$ cat src/rtl/counter_n_prog.sv
// Parametrised programmable up/down counter with wrap, saturate and one-shot modes.
// Optional prescaler enabled by defining COUNTER_PRESCALE_EN.
module counter_n_prog #(
    parameter int unsigned WIDTH      = 16,
    parameter int unsigned MAX_VAL    = (2 ** WIDTH) - 1,
    parameter int unsigned PRESCALE_W = 8
) (
    input  logic                  clock,
    input  logic                  reset,
    input  logic                  enable,
    input  logic                  up,
    input  logic [1:0]            mode,
    input  logic                  load,
    input  logic [WIDTH-1:0]      load_value,
    input  logic                  clear_flags,
`ifdef COUNTER_PRESCALE_EN
    input  logic [PRESCALE_W-1:0] prescale,
`endif
    output logic [WIDTH-1:0]      count,
    output logic                  tc,
    output logic                  overflow,
    output logic                  running
);

    localparam logic [WIDTH-1:0] MAX_C = WIDTH'(MAX_VAL);

    localparam logic [1:0] MODE_SAT     = 2'b01;
    localparam logic [1:0] MODE_ONESHOT = 2'b10;

    typedef enum logic {
        RUN  = 1'b0,
        DONE = 1'b1
    } state_t;

    // Elaboration-time parameter sanity checks.
    if (MAX_VAL < 1) begin : g_bad_max_lo
        $error("counter_n_prog: MAX_VAL must be at least 1");
    end
    if (WIDTH < 32 && MAX_VAL > (2 ** WIDTH) - 1) begin : g_bad_max_hi
        $error("counter_n_prog: MAX_VAL does not fit in WIDTH bits");
    end
    if (PRESCALE_W < 1) begin : g_bad_prescale
        $error("counter_n_prog: PRESCALE_W must be at least 1");
    end

    state_t           state_q, state_d;
    logic [WIDTH-1:0] count_q, count_d;
    logic             tc_q, tc_d;
    logic             overflow_q, overflow_d;
    logic             running_q, running_d;
    logic             tick_c;

    logic [WIDTH-1:0] term_c;
    logic [WIDTH-1:0] stepped_c;
    logic [WIDTH-1:0] load_clamped_c;
    logic             at_term_c;

    assign term_c         = up ? MAX_C : '0;
    assign at_term_c      = (count_q == term_c);
    assign stepped_c      = up ? (count_q + WIDTH'(1)) : (count_q - WIDTH'(1));
    assign load_clamped_c = (load_value > MAX_C) ? MAX_C : load_value;

`ifdef COUNTER_PRESCALE_EN
    logic [PRESCALE_W-1:0] acc_q, acc_d;

    // Accumulator advances only on enabled cycles in RUN; ticks on match then clears.
    always_comb begin
        acc_d  = acc_q;
        tick_c = 1'b0;
        if (load) begin
            acc_d = '0;
        end else if (enable && state_q == RUN) begin
            if (acc_q == prescale) begin
                acc_d  = '0;
                tick_c = 1'b1;
            end else begin
                acc_d = acc_q + PRESCALE_W'(1);
            end
        end
    end

    always_ff @(posedge clock) begin
        if (reset) begin
            acc_q <= '0;
        end else begin
            acc_q <= acc_d;
        end
    end
`else
    assign tick_c = 1'b1;
`endif

    // State and output registers.
    always_ff @(posedge clock) begin
        if (reset) begin
            state_q    <= RUN;
            count_q    <= '0;
            tc_q       <= 1'b0;
            overflow_q <= 1'b0;
            running_q  <= 1'b1;
        end else begin
            state_q    <= state_d;
            count_q    <= count_d;
            tc_q       <= tc_d;
            overflow_q <= overflow_d;
            running_q  <= running_d;
        end
    end

    // Next-state and next-output logic; load outranks any step.
    always_comb begin
        state_d    = state_q;
        count_d    = count_q;
        tc_d       = 1'b0;
        overflow_d = overflow_q & ~clear_flags;

        if (load) begin
            count_d = load_clamped_c;
            state_d = RUN;
        end else begin
            unique case (state_q)
                RUN: begin
                    if (enable && tick_c) begin
                        if (mode == MODE_SAT) begin
                            tc_d = at_term_c;
                            if (!at_term_c) begin
                                count_d = stepped_c;
                            end
                        end else if (mode == MODE_ONESHOT) begin
                            if (at_term_c) begin
                                tc_d    = 1'b1;
                                state_d = DONE;
                            end else begin
                                count_d = stepped_c;
                                if (stepped_c == term_c) begin
                                    tc_d    = 1'b1;
                                    state_d = DONE;
                                end
                            end
                        end else begin
                            // Wrap goes to the opposite end of 0..MAX_VAL, not the natural rollover.
                            if (at_term_c) begin
                                count_d    = up ? '0 : MAX_C;
                                tc_d       = 1'b1;
                                overflow_d = 1'b1;
                            end else begin
                                count_d = stepped_c;
                            end
                        end
                    end
                end
                DONE: begin
                    if (mode != MODE_ONESHOT) begin
                        state_d = RUN;
                    end
                end
                default: begin
                    state_d = RUN;
                end
            endcase
        end

        running_d = (state_d == RUN);
    end

    assign count    = count_q;
    assign tc       = tc_q;
    assign overflow = overflow_q;
    assign running  = running_q;

`ifndef SYNTHESIS
    a_count_range: assert property (@(posedge clock) disable iff (reset) count_q <= MAX_C);
    a_running_state: assert property (@(posedge clock) disable iff (reset)
        running_q == (state_q == RUN));
`endif

endmodule
$ cat config.mk
export PLATFORM = sky130hd
export DESIGN_NAME = counter_n_prog
export DESIGN_NICKNAME = d
export VERILOG_FILES = /design/src/rtl/counter_n_prog.sv
export SDC_FILE = /design/constraint.sdc
export NUM_CORES = 1
export LEC_CHECK = 0
export CORE_MARGIN = 5
export CORE_UTILIZATION = 51
export DETAILED_ROUTE_END_ITERATION = 7
export PLACE_DENSITY = 0.92
export SLEW_MARGIN = 20
export SYNTH_ARGS = -nofsm -noshare
export SYNTH_HDL_FRONTEND = slang
export SYNTH_SLANG_ARGS = --single-unit
$ cat constraint.sdc
create_clock -name clock -period 4.4 [get_ports clock]
set_input_delay 1.1 -clock clock [delete_from_list [all_inputs] [get_ports clock]]
set_output_delay 1.1 -clock clock [all_outputs]
set_load 0.05 [all_outputs]
==> flow_summary.ini, run 1 <==
[route]
num_vias = 2222
wire_per_inst_um = 16.6
drtIter0Drc = 214
routed_wl_um = 5740
route.detailed.drc = 0
via_per_inst = 6.44
drt_pass1_iterations = 6
ant_nets = 0

[setup_path]
rr_worst_depth = 10
cp_cell_sequence = clkdlybuf4s50_1 > inv_1 > fa_1 > a211oi_1 > o21a_1 > o21ai_1 > a21oi_2 > o221ai_1 > xor2_1 > nor4_2 > o2111ai_1 > a2111oi_2
cp-end-kind = flop
cp_max_fo = 5
crit_slowest_cell = fa_1
r2r_end = tc
critPathKind = primary input to flop
ff2ff_setup_slack_ps = 1160
worstReg2RegStart = count[0]
critPathMaxStageDelay_ps = 490
cp.required_ps = 4550
start_kind = primary input
worstPathArrival_ps = 4350

[logic_synthesis]
async_reset_ff_frac = 0
avgSynthCellArea_um2 = 7.61
synth-seq-area-share = 0.210
synthTopCellsByCount = nor2_1, nand2_1, a21oi_1, dfxtp_1, o21ai_0
synth_area_leaders = dfxtp_1, ha_1, a21oi_1
synth_fp_nets = 289
synth_most_common_cell = nor2_1
synth_top_area_frac = 0.210
synth-edff-count = 0
synth-seq-cells = 20
synthCells = 250
ys_types = 49
yosysTopAreaCell = dfxtp_1
synth_area_um2 = 1900
synth-main-ff-cell = dfxtp_1
ys_warn_count = 0

[pwr]
cellLeakagePower_uw = 0.000962
powerDensity_nw_per_um2 = 287
ir_drop_uv = 183

[clock_tree]
cts_sinks = 20
clk_pin_slew_ps = 70
cts_buffers = 3
cts_buffer_depth = 2
postCtsSetupRepairBufs = 0
cts_resized = 0
cts_tree = built
cts_root_buffer = clkbuf_8
clk_latency_ps = 250
cts_hold_buf = 0
cts.htree.levels = 1

[layout]
stdcell_area_um2 = 2470
antenna_cells = 0
layout-drive-gt1-share = 0.0808
fillers = 310
fin_nets = 338
syn2layout_area_growth_pct = 29.6

[grt]
grt_pass1_wl_um = 9470
grt_max_degree = 18
grt_pass1_vias = 2055
antenna_found_initial = 0
grt_overflow_total = 0
grt_usage = 0.225

[sta]
rsz0062_at_grt = false
setup_tns_ps = 0
max_freq_ghz = 0.238
maxSlewHeadroom = 0.548
slew_violations = 0
finalCriticalPeriod_ps = 4200
hold_viol = 0
whs_ps = 513
setup_viol = 0
tightestPinTransition_ps = 675
fin_skew_ps = 1.44
finalCritPeriodShare = 0.955

[floorplanning]
start_util = 0.524
core_um2 = 3630
num_rows = 22
die_h_um = 71.1
pin_count = 43
chipWidth_um = 71.1
die_area_um2 = 5050

[placed_design]
numPortBuffers = 42
dpl-instance-area_um2 = 2420
gp_congestion = 1.01
detailed_place_hpwl_um = 4550

[min_path]
hold_path_end = overflow
min_from = overflow
min_path_cells = 2
hold_path.class = flop to flop

[run_status]
status = complete, no violations

[job]
maxCapViolCount = 0
-- where the power goes --
group	leakage, uW	switching, uW	internal [uW]	total (uW)
logic	0.000775	228	147	375
registers	0.000166	20.6	195	216
clock network	0.0000216	56.6	60.9	117
-- layout by cell type (no fill, tap or decap), types with 4 or more instances in the layout --
| cell type | instances |
|---|---|
| a21oi_1 | 20 |
| a221oi_1 | 5 |
| a22oi_1 | 4 |
| a31oi_1 | 5 |
| buf_4 | 11 |
| clkdlybuf4s50_1 | 42 |
| dfxtp_1 | 20 |
| ha_1 | 14 |
| inv_1 | 8 |
| nand2_1 | 24 |
| nand3_1 | 9 |
| nand4_1 | 4 |
| nor2_1 | 26 |
| nor2b_1 | 4 |
| nor3_1 | 14 |
| o211ai_1 | 8 |
| o21ai_0 | 15 |
| o221ai_1 | 4 |
| xnor2_1 | 9 |
| xor2_1 | 7 |
-- per-stage QoR --
stage          utilization  setup slack (ps)  total power, uW  instances
6_report             0.679               199              708        345
5_1_grt              0.679              11.8              747        345
4_1_cts              0.679               240              703        345
3_5_place_dp         0.667              11.0              585        342
3_3_place_gp         0.667              79.9              577        342
2_1_floorplan            -               319              473        250
-- per-layer routing --
layer | vias to the layer above | wire length (um) | track usage
li1 | 1049 | - | -
met1 | 1026 | 2430 | 0.295
met5 | - | 0 | 0
met2 | 130 | 2720 | 0.369
met3 | 17 | 489 | 0.0426
met4 | 0 | 104 | 0.0752
-- worst max-delay path by stage --
stage	start	endpoint	slack [ps]	cells after the start
2_1_floorplan	up	tc	320	12
5_1_grt	up	tc	10	13
3_5_place_dp	up	tc	10	12
3_3_place_gp	up	tc	80	13
4_1_cts	up	tc	240	12
6_report	up	tc	200	12
-- logic make-up after synthesis --
group / share of synthesized area
simple gates: 0.235
compound gates: 0.341
xor+xnor: 0.0736
buf+inv: 0.0375
flops: 0.210
fa+ha+maj: 0.103
-- state kept, by name (all words and copies together) (netlist names) --
register and flops:
count 16, overflow 1, running 1, state_q 1, tc 1
-- worst max-delay path: cells and delay by family --
family	cells	cell delay [ps]
buffers and inverters	2	590
adders and majority gates	1	490
xor gates and xnor gates	1	210
AOI/OAI and AO/OA	7	1630
and+or+nand+nor	1	320
-- area by class of cell --
class,count,area (um^2),area share
Clock buffer,3,41.3,0.0167
Multi-Input combinational cell,213,1430,0.580
Timing Repair Buffer,53,503,0.204
Sequential cell,20,400,0.162
Tap cell,48,60.1,0.0244
Inverter,8,30.0,0.0122
No activity file was read; power rests on OpenSTA's default activity.
==> run 2: changes to the inputs <==
- CORE_UTILIZATION: 51 -> 45
- PLACE_DENSITY: 0.92 -> 0.84
- SLEW_MARGIN: 20 -> unset
==> flow_summary.ini, run 2 (same netlist as run 1, synthesis figures left out) <==
[run_status]
status = complete, no violations

[pwr]
powerDensity_nw_per_um2 = 308
ir_drop_uv = 276
cellLeakagePower_uw = 0.00100

[setup_path]
path_common_cell = a2111oi_2
worstPathArrival_ps = 4340
r2r_end = tc
critical_path_depth = 13
start_kind = primary input
crit_slowest_cell = clkdlybuf4s50_1
cp_cell_sequence = clkdlybuf4s50_1 > inv_1 > buf_4 > ha_1 > nand2_1 > nor2_1 > a2111oi_2 > a211oi_2 > xnor2_2 > nor4_1 > and4_1 > o2111ai_1 > a2111oi_2
cp_max_fo = 10
critPathKind = primary input to flop
worstReg2RegStart = count[0]
rr_worst_depth = 10
crit_buf_inv = 3
cp.required_ps = 4560
ff2ff_setup_slack_ps = 1310
critPathMaxStageDelay_ps = 480
cp-end-kind = flop
critPathTopFamily = compound AO/OA/AOI/OAI gates
crit_path_start = up

[route]
drtIter0Drc = 281
drt_pass1_iterations = 5
ant_nets = 0
num_vias = 2191
routed_wl_um = 5880
route.detailed.drc = 0
wire_per_inst_um = 16.7
via_per_inst = 6.22

[sta]
finalCriticalPeriod_ps = 4190
rsz0062_at_grt = false
slew_violations = 0
max_freq_ghz = 0.239
finalCritPeriodShare = 0.951
tightestPinTransition_ps = 560
setup_viol = 0
setup_tns_ps = 0
hold_viol = 0
fin_skew_ps = 3.82
maxSlewHeadroom = 0.625

[placed_design]
numPortBuffers = 42
gp_congestion = 0.920
detailed_place_hpwl_um = 4600

[clock_tree]
cts.htree.levels = 1
cts_buffers = 3
cts_sinks = 20
cts_buffer_depth = 2
postCtsSetupRepairBufs = 0
cts_resized = 0
clk_latency_ps = 260
cts_root_buffer = clkbuf_8
clk_pin_slew_ps = 70
cts_hold_buf = 0
cts_tree = built

[job]
maxCapViolCount = 0

[grt]
antenna_found_initial = 0
grt_overflow_total = 0
grt_pass1_wl_um = 9880
grt_pass1_vias = 2159
grt_usage = 0.224
grt_max_degree = 18

[layout]
layout_common_cells = clkdlybuf4s50_1, nor2_1, nand2_1
fin_util = 0.626
fillers = 348
layout.cells.most_common = clkdlybuf4s50_1
largest_reg_flops = 16
antenna_cells = 0
layout-drive-gt1-share = 0.103
fin_nets = 342
syn2layout_area_growth_pct = 33.5

[min_path]
min_path_cells = 1
hold_path.class = flop to flop
hold_path_end = running
min_from = state_q

[floorplanning]
pin_count = 43
num_rows = 23
die_h_um = 75.0
start_util = 0.469
core_um2 = 4060
chipWidth_um = 75.0
die_area_um2 = 5630
-- run 2: worst max path at each step --
stage	slack (ps)	end
2_1_floorplan	320	tc
3_3_place_gp	-20	tc
3_5_place_dp	-30	tc
4_1_cts	220	tc
5_1_grt	2	tc
6_report	210	tc
-- run 2: final cells by class --
type,count,area (um^2),share of cell area
multi-input cells,213,1440,0.568
repair buffers,57,533,0.210
flip-flops and latches,20,400,0.158
well taps,50,62.6,0.0246
clock buffers,3,41.3,0.0162
clock inverters,1,30.0,0.0118
inverters,8,30.0,0.0118
-- run 2: routing by layer --
| layer | GRT usage | routed length (um) | vias to the layer above | share of wire |
|---|---|---|---|---|
| li1 | - | - | 1061 | - |
| met1 | 0.294 | 2560 | 1011 | 0.44 |
| met2 | 0.361 | 2710 | 100 | 0.46 |
| met3 | 0.0334 | 435 | 19 | 0.074 |
| met4 | 0.107 | 171 | 0 | 0.029 |
| met5 | 0 | 0 | - | 0 |
-- run 2: report_power, final --
| part | total [uW] | switching [uW] | internal, uW |
|---|---|---|---|
| Combinational | 382 | 231 | 150 |
| Sequential | 216 | 20.6 | 195 |
| Clock | 184 | 62.6 | 121 |
| Total | 781 | 314 | 467 |
-- run 2: per-stage QoR --
stage	std cells	setup slack [ps]	area (um^2)	power (uW)	hold slack (ps)
after global placement	348	-23.2	2460	582	470
after floorplan	250	319	1900	473	451
after CTS	352	222	2530	775	493
after detailed placement	348	-31.6	2460	587	482
final	352	214	2540	781	492
after global routing	352	1.70	2540	824	537
